**config.mk**
```make
export PLATFORM = sky130hd
export DESIGN_NAME = clk_div_prog
export DESIGN_NICKNAME = d
export VERILOG_FILES = /design/src/rtl/clk_div_pkg.sv /design/src/rtl/clk_div_shaper.sv /design/src/rtl/clk_div_prog.sv
export SDC_FILE = /design/constraint.sdc
export NUM_CORES = 1
export LEC_CHECK = 0
export ABC_AREA = 1
export CORE_AREA = 4 4 87 89
export CTS_CLUSTER_DIAMETER = 200
export CTS_CLUSTER_SIZE = 8
export DETAILED_ROUTE_END_ITERATION = 8
export DIE_AREA = 0 0 91 93
export GPL_TIMING_DRIVEN = 0
export PLACE_DENSITY = 0.55
export SETUP_SLACK_MARGIN = 0.15
export SLEW_MARGIN = 20
export SYNTH_ARGS = -nofsm -noshare
export SYNTH_HDL_FRONTEND = slang
export SYNTH_SLANG_ARGS = --single-unit
```
**constraint.sdc**
```tcl
create_clock -name clk -period 3.2 [get_ports clk]
set_input_delay 0.32 -clock clk [delete_from_list [all_inputs] [get_ports clk]]
set_output_delay 0.32 -clock clk [all_outputs]
set_load 0.01 [all_outputs]
```
**src/rtl/clk_div_pkg.sv**
```systemverilog
// Shared types and helpers for the programmable clock divider.
package clk_div_pkg;

  typedef enum logic [1:0] {IDLE, RUN, STOPPING} state_t;

  localparam int DIV_MIN = 2;

  // High-phase length in clk periods: N/2 rounded up, written so it cannot overflow.
  function automatic logic [31:0] half_ratio(input logic [31:0] n);
    return (n >> 1) + {31'b0, n[0]};
  endfunction

endpackage

```
**src/rtl/clk_div_shaper.sv**
```systemverilog
// Output shaping for clk_div: passes p straight through for even ratios and
// ANDs it with a half-cycle-delayed copy for odd ratios to keep 50% duty.
module clk_div_shaper
  import clk_div_pkg::*;
(
  input  logic clk,
  input  logic rst_n,
  input  logic p,
  input  logic odd,
  output logic clk_div
);

  logic q;

  always_ff @(negedge clk or negedge rst_n) begin
    if (!rst_n) q <= 1'b0;
    else        q <= p;
  end

  assign clk_div = odd ? (p & q) : p;

endmodule

```
**src/rtl/clk_div_prog.sv**
```systemverilog
// Runtime-programmable integer clock divider with valid/ready ratio loading,
// period-boundary ratio changes and glitch-free enable.
module clk_div_prog
  import clk_div_pkg::*;
#(
  parameter int DIV_W    = 8,
  parameter int DIV_INIT = 6
) (
  input  logic             clk,
  input  logic             rst_n,
  input  logic             en,
  input  logic             cfg_valid,
  input  logic [DIV_W-1:0] cfg_div,
  output logic             cfg_ready,
  output logic             cfg_err,
  output logic [DIV_W-1:0] cur_div,
  output logic             clk_div,
  output logic             div_tick
);

  localparam logic [DIV_W-1:0] MIN_RATIO  = DIV_W'(DIV_MIN);
  localparam logic [DIV_W-1:0] INIT_RATIO = DIV_W'(DIV_INIT);

  state_t           state;
  logic [DIV_W-1:0] cnt;
  logic [DIV_W-1:0] cnt_nxt;
  logic [DIV_W-1:0] pend;
  logic [DIV_W-1:0] div_nxt;
  logic [DIV_W-1:0] half_nxt;
  logic             pend_vld;
  logic             p;
  logic             p_nxt;
  logic             last;
  logic             running;
  logic             run_nxt;
  logic             xfer;
  logic             apply;

  // Next-cycle counter and p are computed against the ratio that will be in
  // force next cycle, so a freshly applied ratio shapes its first period.
  always_comb begin
    last     = (cnt == cur_div - 1'b1);
    running  = (state != IDLE);
    xfer     = cfg_valid && cfg_ready;
    apply    = pend_vld && (!running || last);
    div_nxt  = apply ? pend : cur_div;
    half_nxt = DIV_W'(half_ratio(32'(div_nxt)));
    cnt_nxt  = '0;
    run_nxt  = 1'b0;
    if (!running) begin
      run_nxt = en;
    end else begin
      cnt_nxt = last ? '0 : cnt + 1'b1;
      run_nxt = en || !last;
    end
    p_nxt = run_nxt && (cnt_nxt < half_nxt);
  end

  always_ff @(posedge clk or negedge rst_n) begin
    if (!rst_n) begin
      state    <= IDLE;
      cnt      <= '0;
      p        <= 1'b0;
      div_tick <= 1'b0;
    end else begin
      cnt      <= cnt_nxt;
      p        <= p_nxt;
      div_tick <= p_nxt & ~p;
      case (state)
        IDLE:     if (en) state <= RUN;
        RUN:      if (!en) state <= last ? IDLE : STOPPING;
        STOPPING: begin
          if (en)        state <= RUN;
          else if (last) state <= IDLE;
        end
        default:  state <= IDLE;
      endcase
    end
  end

  // Apply and accept are mutually exclusive: a pending ratio holds cfg_ready low.
  always_ff @(posedge clk or negedge rst_n) begin
    if (!rst_n) begin
      cur_div   <= INIT_RATIO;
      pend      <= INIT_RATIO;
      pend_vld  <= 1'b0;
      cfg_ready <= 1'b1;
      cfg_err   <= 1'b0;
    end else begin
      cfg_err <= 1'b0;
      if (apply) begin
        cur_div   <= pend;
        pend_vld  <= 1'b0;
        cfg_ready <= 1'b1;
      end else if (xfer && cfg_div >= MIN_RATIO) begin
        pend      <= cfg_div;
        pend_vld  <= 1'b1;
        cfg_ready <= 1'b0;
      end
      if (xfer && cfg_div < MIN_RATIO) cfg_err <= 1'b1;
    end
  end

  clk_div_shaper u_shaper (
    .clk     (clk),
    .rst_n   (rst_n),
    .p       (p),
    .odd     (cur_div[0]),
    .clk_div (clk_div)
  );

endmodule

```
==> results of run 1 <==
critical path, delay by kind of cell (launching register included):
kind	cells	cell delay, ns
flip-flops	1	0.55
adder cells (fa/ha/maj)	4	0.84
buffers and inverters	4	0.26
AND/OR/NAND/NOR	16	1.17
AO/OA/AOI/OAI	3	0.47
cells in the final DEF, fill, tap and decap left out, types with 2 or more instances in the layout:
master            n
nor2_1           19
nand2_1          48
nor2_2            2
o21ai_0           3
a21oi_4           2
dfstp_2           5
nand3_2           6
xor2_1            5
o21a_1            3
ha_4              4
nor3_1            4
nand2_2          12
nand3_1          12
ha_1              7
a21oi_2           3
inv_1            30
nor2_4            6
a21oi_1           4
clkbuf_1          2
clkbuf_8          5
dfrtp_1          26
nand2_4           6
mux2_2            6
xnor2_1           4
inv_4             3
clkdlybuf4s50_1  21
buf_4            12
nand4_1           3
inv_2             9
nor4_1            2
buf_6             2
power by group:
part | switching, W | internal (W) | leakage (nW)
combinational | 0.000736 | 0.000647 | 0.857
clock | 0.000136 | 0.000152 | 0.0422
sequential | 0.000136 | 0.000565 | 0.382
logic make-up after synthesis:
logic type,count (synthesis)
buffers and inverters,45
XOR/XNOR,9
AO/OA/AOI/OAI,18
adder cells (fa/ha/maj),11
multiplexers,6
flip-flops,32
AND/OR/NAND/NOR,123
what timing repair did:
| item | CTS | global route |
|---|---|---|
| hold buffers | 1 | 0 |
| gates resized for setup | 10 | 21 |
| setup endpoints to repair | 3 | 2 |
| buffers inserted | 9 | 3 |
| pin swaps | 10 | 16 |
| endpoints found under the hold margin | 11 | 0 |
per-layer routing:
layer,routed length (um),GRT usage,vias up
met4,80,0.0415,0
met2,2100,0.183,17
li1,-,-,852
met1,1920,0.127,730
met3,124,0.0265,5
met5,0,0,-
path summary, 6_finish.rpt:
check / startpoint / endpoint / slack, ns / depth (start not counted)
min reg2reg: p / div_tick / 0.45 / 1
max reg2reg: cur_div[1] / div_tick / -0.19 / 27
min in group asynchronous: rst_n / div_tick / 0.48 / 2
max: cur_div[1] / div_tick / -0.19 / 27
min: p / div_tick / 0.45 / 1
max in group asynchronous: rst_n / u_shaper.q / 0.95 / 2
registers in the layout, indices dropped and copies added, names as in the netlist:
name / flops
p: 1
cur_div: 8
cfg_err: 1
u_shaper.q: 1
cnt: 8
div_tick: 1
cfg_ready: 1
pend_vld: 1
pend: 8
state: 2
area by class of cell:
class	count	area (um^2)
fillers	693	4070
clock buffers	7	76.3
multi-input cells	167	1140
flip-flops and latches	32	807
inverters	42	165
well taps	80	100
repair buffers	37	355
plain buffers	3	38.8
clock inverters	1	5.00
metrics by stage:
stage | hold slack (ns) | instances | area (um^2)
6_report | 0.450 | 369 | 2690
5_1_grt | 0.465 | 369 | 2690
4_1_cts | 0.452 | 366 | 2590
3_5_place_dp | 0.258 | 348 | 2390
3_3_place_gp | 0.440 | 347 | 2370
2_1_floorplan | 0.0244 | 244 | 2040
==> results.toml, run 1 <==
[status]
status = "finished, violations left"
violations = "setup timing"

[setup_path]
slowest_delay_ns = 0.55
worstPathRequired_ns = 3.38
cpMostUsedCell = "nand2_2"
end_kind = "flip-flop"
slowest_stage = "dfstp_2"
crit_path_start_kind = "flip-flop"
cp_max_fo = 5
criticalPathCategory = "flip-flop to flip-flop"
arrival_ns = 3.57

[logic_synthesis]
yosys-top-cells-count = "nand2_1, inv_1, dfrtp_1"
synthSimpleGateAreaFrac = 0.300
synth_seq_area_share = 0.407
synth_compound_area_frac = 0.0549
synthAdderAreaFrac = 0.0694
synth_area_mm2 = 0.00198
synth_ff_type = "dfrtp_1"
yosysTopAreaCell = "dfrtp_1"
avgSynthCellArea_um2 = 8.13
yosysWarnings = 0
ys_ff_latch = 32
synth_mux_area_frac = 0.0341
synth_nets = 267
synthXorXnorAreaFrac = 0.0397
synth_cell_types = 32
yosysMostFrequentCell = "nand2_1"
ys_top_cells_by_area = "dfrtp_1, nand2_1, ha_1"
synth.top_cell.area_share = 0.328
synth_async_sr_flop_share = 1.00
synthCells = 244
synth_top_family_by_area = "simple AND/OR/NAND/NOR gates"
synth-edff-count = 0

[timing]
hold_viol = 0
finClkSkew_ns = 0.00935
fmax_mhz = 295
rsz0062_at_grt = "yes"
layout_setup_ws_ns = -0.191
slew_violations = 0
tightest_slew_ns = 0.482
setup-tns-final_ns = -0.361
finalCritPeriodShare = 1.06
min_period_ns = 3.39
slew_headroom = 0.676
setup_viol = 2

[floorplan]
core_mm2 = 0.00676
io_pins = 24
die_h_um = 93
initial_utilization = 0.294
die_w_um = 91
rows = 30
dieArea_mm2 = 0.00846

[clock_network]
cts_max_path_buffers = 2
cts_inserted_buffers = 5
h-tree-depth = 2
cts_tree = "done"
clock-root-buffer = "clkbuf_8"
insertion_delay_ns = 0.28
cts.reportedPaths.clkPinSlew_ns = 0.06
cts.sinks = 32

[flow_run]
maxCapViolations = 0

[power]
p_total_w = 0.00237
power_density_mw_per_mm2 = 883
ir_worst_vdd_uv = 310
power.leakage_nw = 1.28

[grt]
grt_pass1_wl_mm = 6.96
antenna_found_initial = 0
grt_use_total = 0.106
grt_overflow = 0
grt_pass1_vias = 1491
grt_start_max_net_pins = 20

[drt]
drcViolationCount = 0
vias = 1604
routed_wl_mm = 4.22
first_pass_iters = 6
wl_per_cell_um = 11.4
postRouteAntennaNets = 0
avgViaCountPerCell = 4.35
drt_iter0_markers = 39

[placement]
dp_hpwl_mm = 3.33
place.gp.congestion = 0.808
pre_cts_ws_ns = -0.471
port_buffers = 23

[layout]
utilization = 0.398
diodes = 0
nNetsFinal = 311
drive_above_1_share = 0.311
syn2layout_area_growth_pct = 35.5

[hold_path]
hp-class = "flip-flop to flip-flop"
Power figures use the tool's default switching activity.
==> run 2: changes to the inputs <==
==> constraint.sdc (replaced) <==
create_clock -name clk -period 3.2 [get_ports clk]
set_input_delay 0.32 -clock clk [delete_from_list [all_inputs] [get_ports clk]]
set_output_delay 0.32 -clock clk [all_outputs]
set_load 0.02 [all_outputs]
==> run 2 against run 1 <==
The flow still finishes with violations (setup timing). Register-to-register slack barely moved. Worst hold slack did not move. Count of clock-buffer cells in the layout stayed put. Utilization is 0.056 points lower. First-iteration DRC count down 2.6%. Combinational power grew 4%. Critical path depth unchanged. Global-route usage unchanged. Setup slack better by 0.00069 ns. Sequential cell count is the same. Final area fell by 0.14%.
==> results.toml, run 2 (synthesized netlist as in run 1, its figures left out) <==
[placement]
place.gp.congestion = 0.808
pre_cts_ws_ns = -0.471
port_buffers = 23
dp_hpwl_mm = 3.33
place_area_mm2 = 0.00239

[timing]
hold_viol = 0
finalCritPeriodShare = 1.06
slew_violations = 0
tightest_slew_ns = 0.482
setup-tns-final_ns = -0.360
layout_setup_ws_ns = -0.191
setup_viol = 2
fmax_mhz = 295
rsz0062_at_grt = "yes"
finClkSkew_ns = 0.00935
slew_headroom = 0.676
min_period_ns = 3.39

[layout]
utilization = 0.397
layout_commonest_cell = "nand2_1"
final_area_mm2 = 0.00268
final_cell_mix = "nand2_1, inv_1, dfrtp_1"
drive_above_1_share = 0.315
syn2layout_area_growth_pct = 35.3
diodes = 0
nNetsFinal = 311
final.fill_count = 693
largestRegisters = "cnt: 8 flops, cur_div: 8 flops, pend: 8 flops"

[clock_network]
cts_tree = "done"
h-tree-depth = 2
cts.sinks = 32
cts_max_path_buffers = 2
cts_inserted_buffers = 5
insertion_delay_ns = 0.28
clock-root-buffer = "clkbuf_8"
cts.reportedPaths.clkPinSlew_ns = 0.06

[power]
swShare = 0.436
p_comb_frac = 0.591
power_density_mw_per_mm2 = 901
intPower_w = 0.00136
seqPwrFrac = 0.290
ir_worst_vdd_uv = 311
power.leakage_nw = 1.28
clkPwrFrac = 0.119
p_total_w = 0.00242
p_sw_w = 0.00105

[drt]
vias = 1606
routed_wl_mm = 4.22
postRouteAntennaNets = 0
avgViaCountPerCell = 4.35
drt_iter0_markers = 38
drcViolationCount = 0
wl_per_cell_um = 11.4
first_pass_iters = 6

[grt]
grt_use_total = 0.106
antenna_found_initial = 0
grt_start_max_net_pins = 20
grt_pass1_wl_mm = 6.96
grt_overflow = 0
grt_pass1_vias = 1491

[setup_path]
criticalPathCategory = "flip-flop to flip-flop"
crit_path_start_kind = "flip-flop"
end_kind = "flip-flop"
arrival_ns = 3.57
cpMostUsedCell = "nand2_2"
worstPathRequired_ns = 3.38
cp_max_fo = 5
slowest_delay_ns = 0.55
slowest_stage = "dfstp_2"

[status]
violations = "setup timing"
status = "finished, violations left"

[floorplan]
dieArea_mm2 = 0.00846
initial_utilization = 0.294
io_pins = 24
die_h_um = 93
rows = 30
core_mm2 = 0.00676
die_w_um = 91

[flow_run]
maxCapViolations = 0

[hold_path]
hp-class = "flip-flop to flip-flop"
## run 2: changes by cell type in the layout (fill, tap and decap cells not counted), sizes merged
cell,delta
dlygate4sd2,-1
clkbuf,+1
## run 2: what timing repair did
item / in CTS / in global routing
endpoints found under the hold margin: 11 / 0
setup buffers: 9 / 3
endpoints found under the setup margin: 3 / 3
gates resized for setup: 11 / 22
hold buffers: 1 / 0
pin swaps: 10 / 16
## run 2: layout make-up
class                           instances  area [um^2]  share of cell area
Clock buffer                            7         76.3              0.0285
Buffer                                  3         38.8              0.0145
Tap cell                               80          100              0.0373
Sequential cell                        32          807               0.301
Timing Repair Buffer                   37          352               0.131
Clock inverter                          1         5.00             0.00187
Inverter                               42          165              0.0616
Multi-Input combinational cell        167         1140               0.424
## run 2: power groups by stage
| stage | Sequential [W] | Clock (W) | Combinational (W) |
|---|---|---|---|
| 2_1_floorplan | 0.000733 | 0 | 0.000831 |
| 3_3_place_gp | 0.000699 | 0 | 0.00118 |
| 3_5_place_dp | 0.000700 | 0 | 0.00120 |
| 4_1_cts | 0.000697 | 0.000302 | 0.00132 |
| 5_1_grt | 0.000725 | 0.000320 | 0.00160 |
| 6_report | 0.000701 | 0.000288 | 0.00143 |
## run 2: path summary, 6_finish.rpt
check,start,end,slack [ns],cells past startpoint
setup / recovery,cur_div[1],div_tick,-0.19,27
hold / removal,p,div_tick,0.45,1
setup reg to reg,cur_div[1],div_tick,-0.19,27
hold reg to reg,p,div_tick,0.45,1
max in group asynchronous,rst_n,u_shaper.q,0.95,2
min in group asynchronous,rst_n,div_tick,0.48,2
## run 2: routing by layer
metal	share of wire	track usage	routed length, um	vias up
met1	0.45	0.127	1920	732
met5	0	0	0	-
met2	0.50	0.183	2100	17
met3	0.029	0.0265	124	5
met4	0.019	0.0415	80	0
li1	-	-	-	852
## run 2: stage by stage
step,cells,hold slack (ns)
6_report,369,0.450
3_3_place_gp,347,0.440
5_1_grt,369,0.465
2_1_floorplan,244,0.0244
3_5_place_dp,348,0.258
4_1_cts,366,0.452
## run 2: worst max-delay path: cells and delay by family, from the launching register on
family / cells / cell delay, ns
flip-flops: 1 / 0.55
adder cells (fa/ha/maj): 4 / 0.84
buffers and inverters: 4 / 0.26
AND/OR/NAND/NOR: 16 / 1.17
AO/OA/AOI/OAI: 3 / 0.47
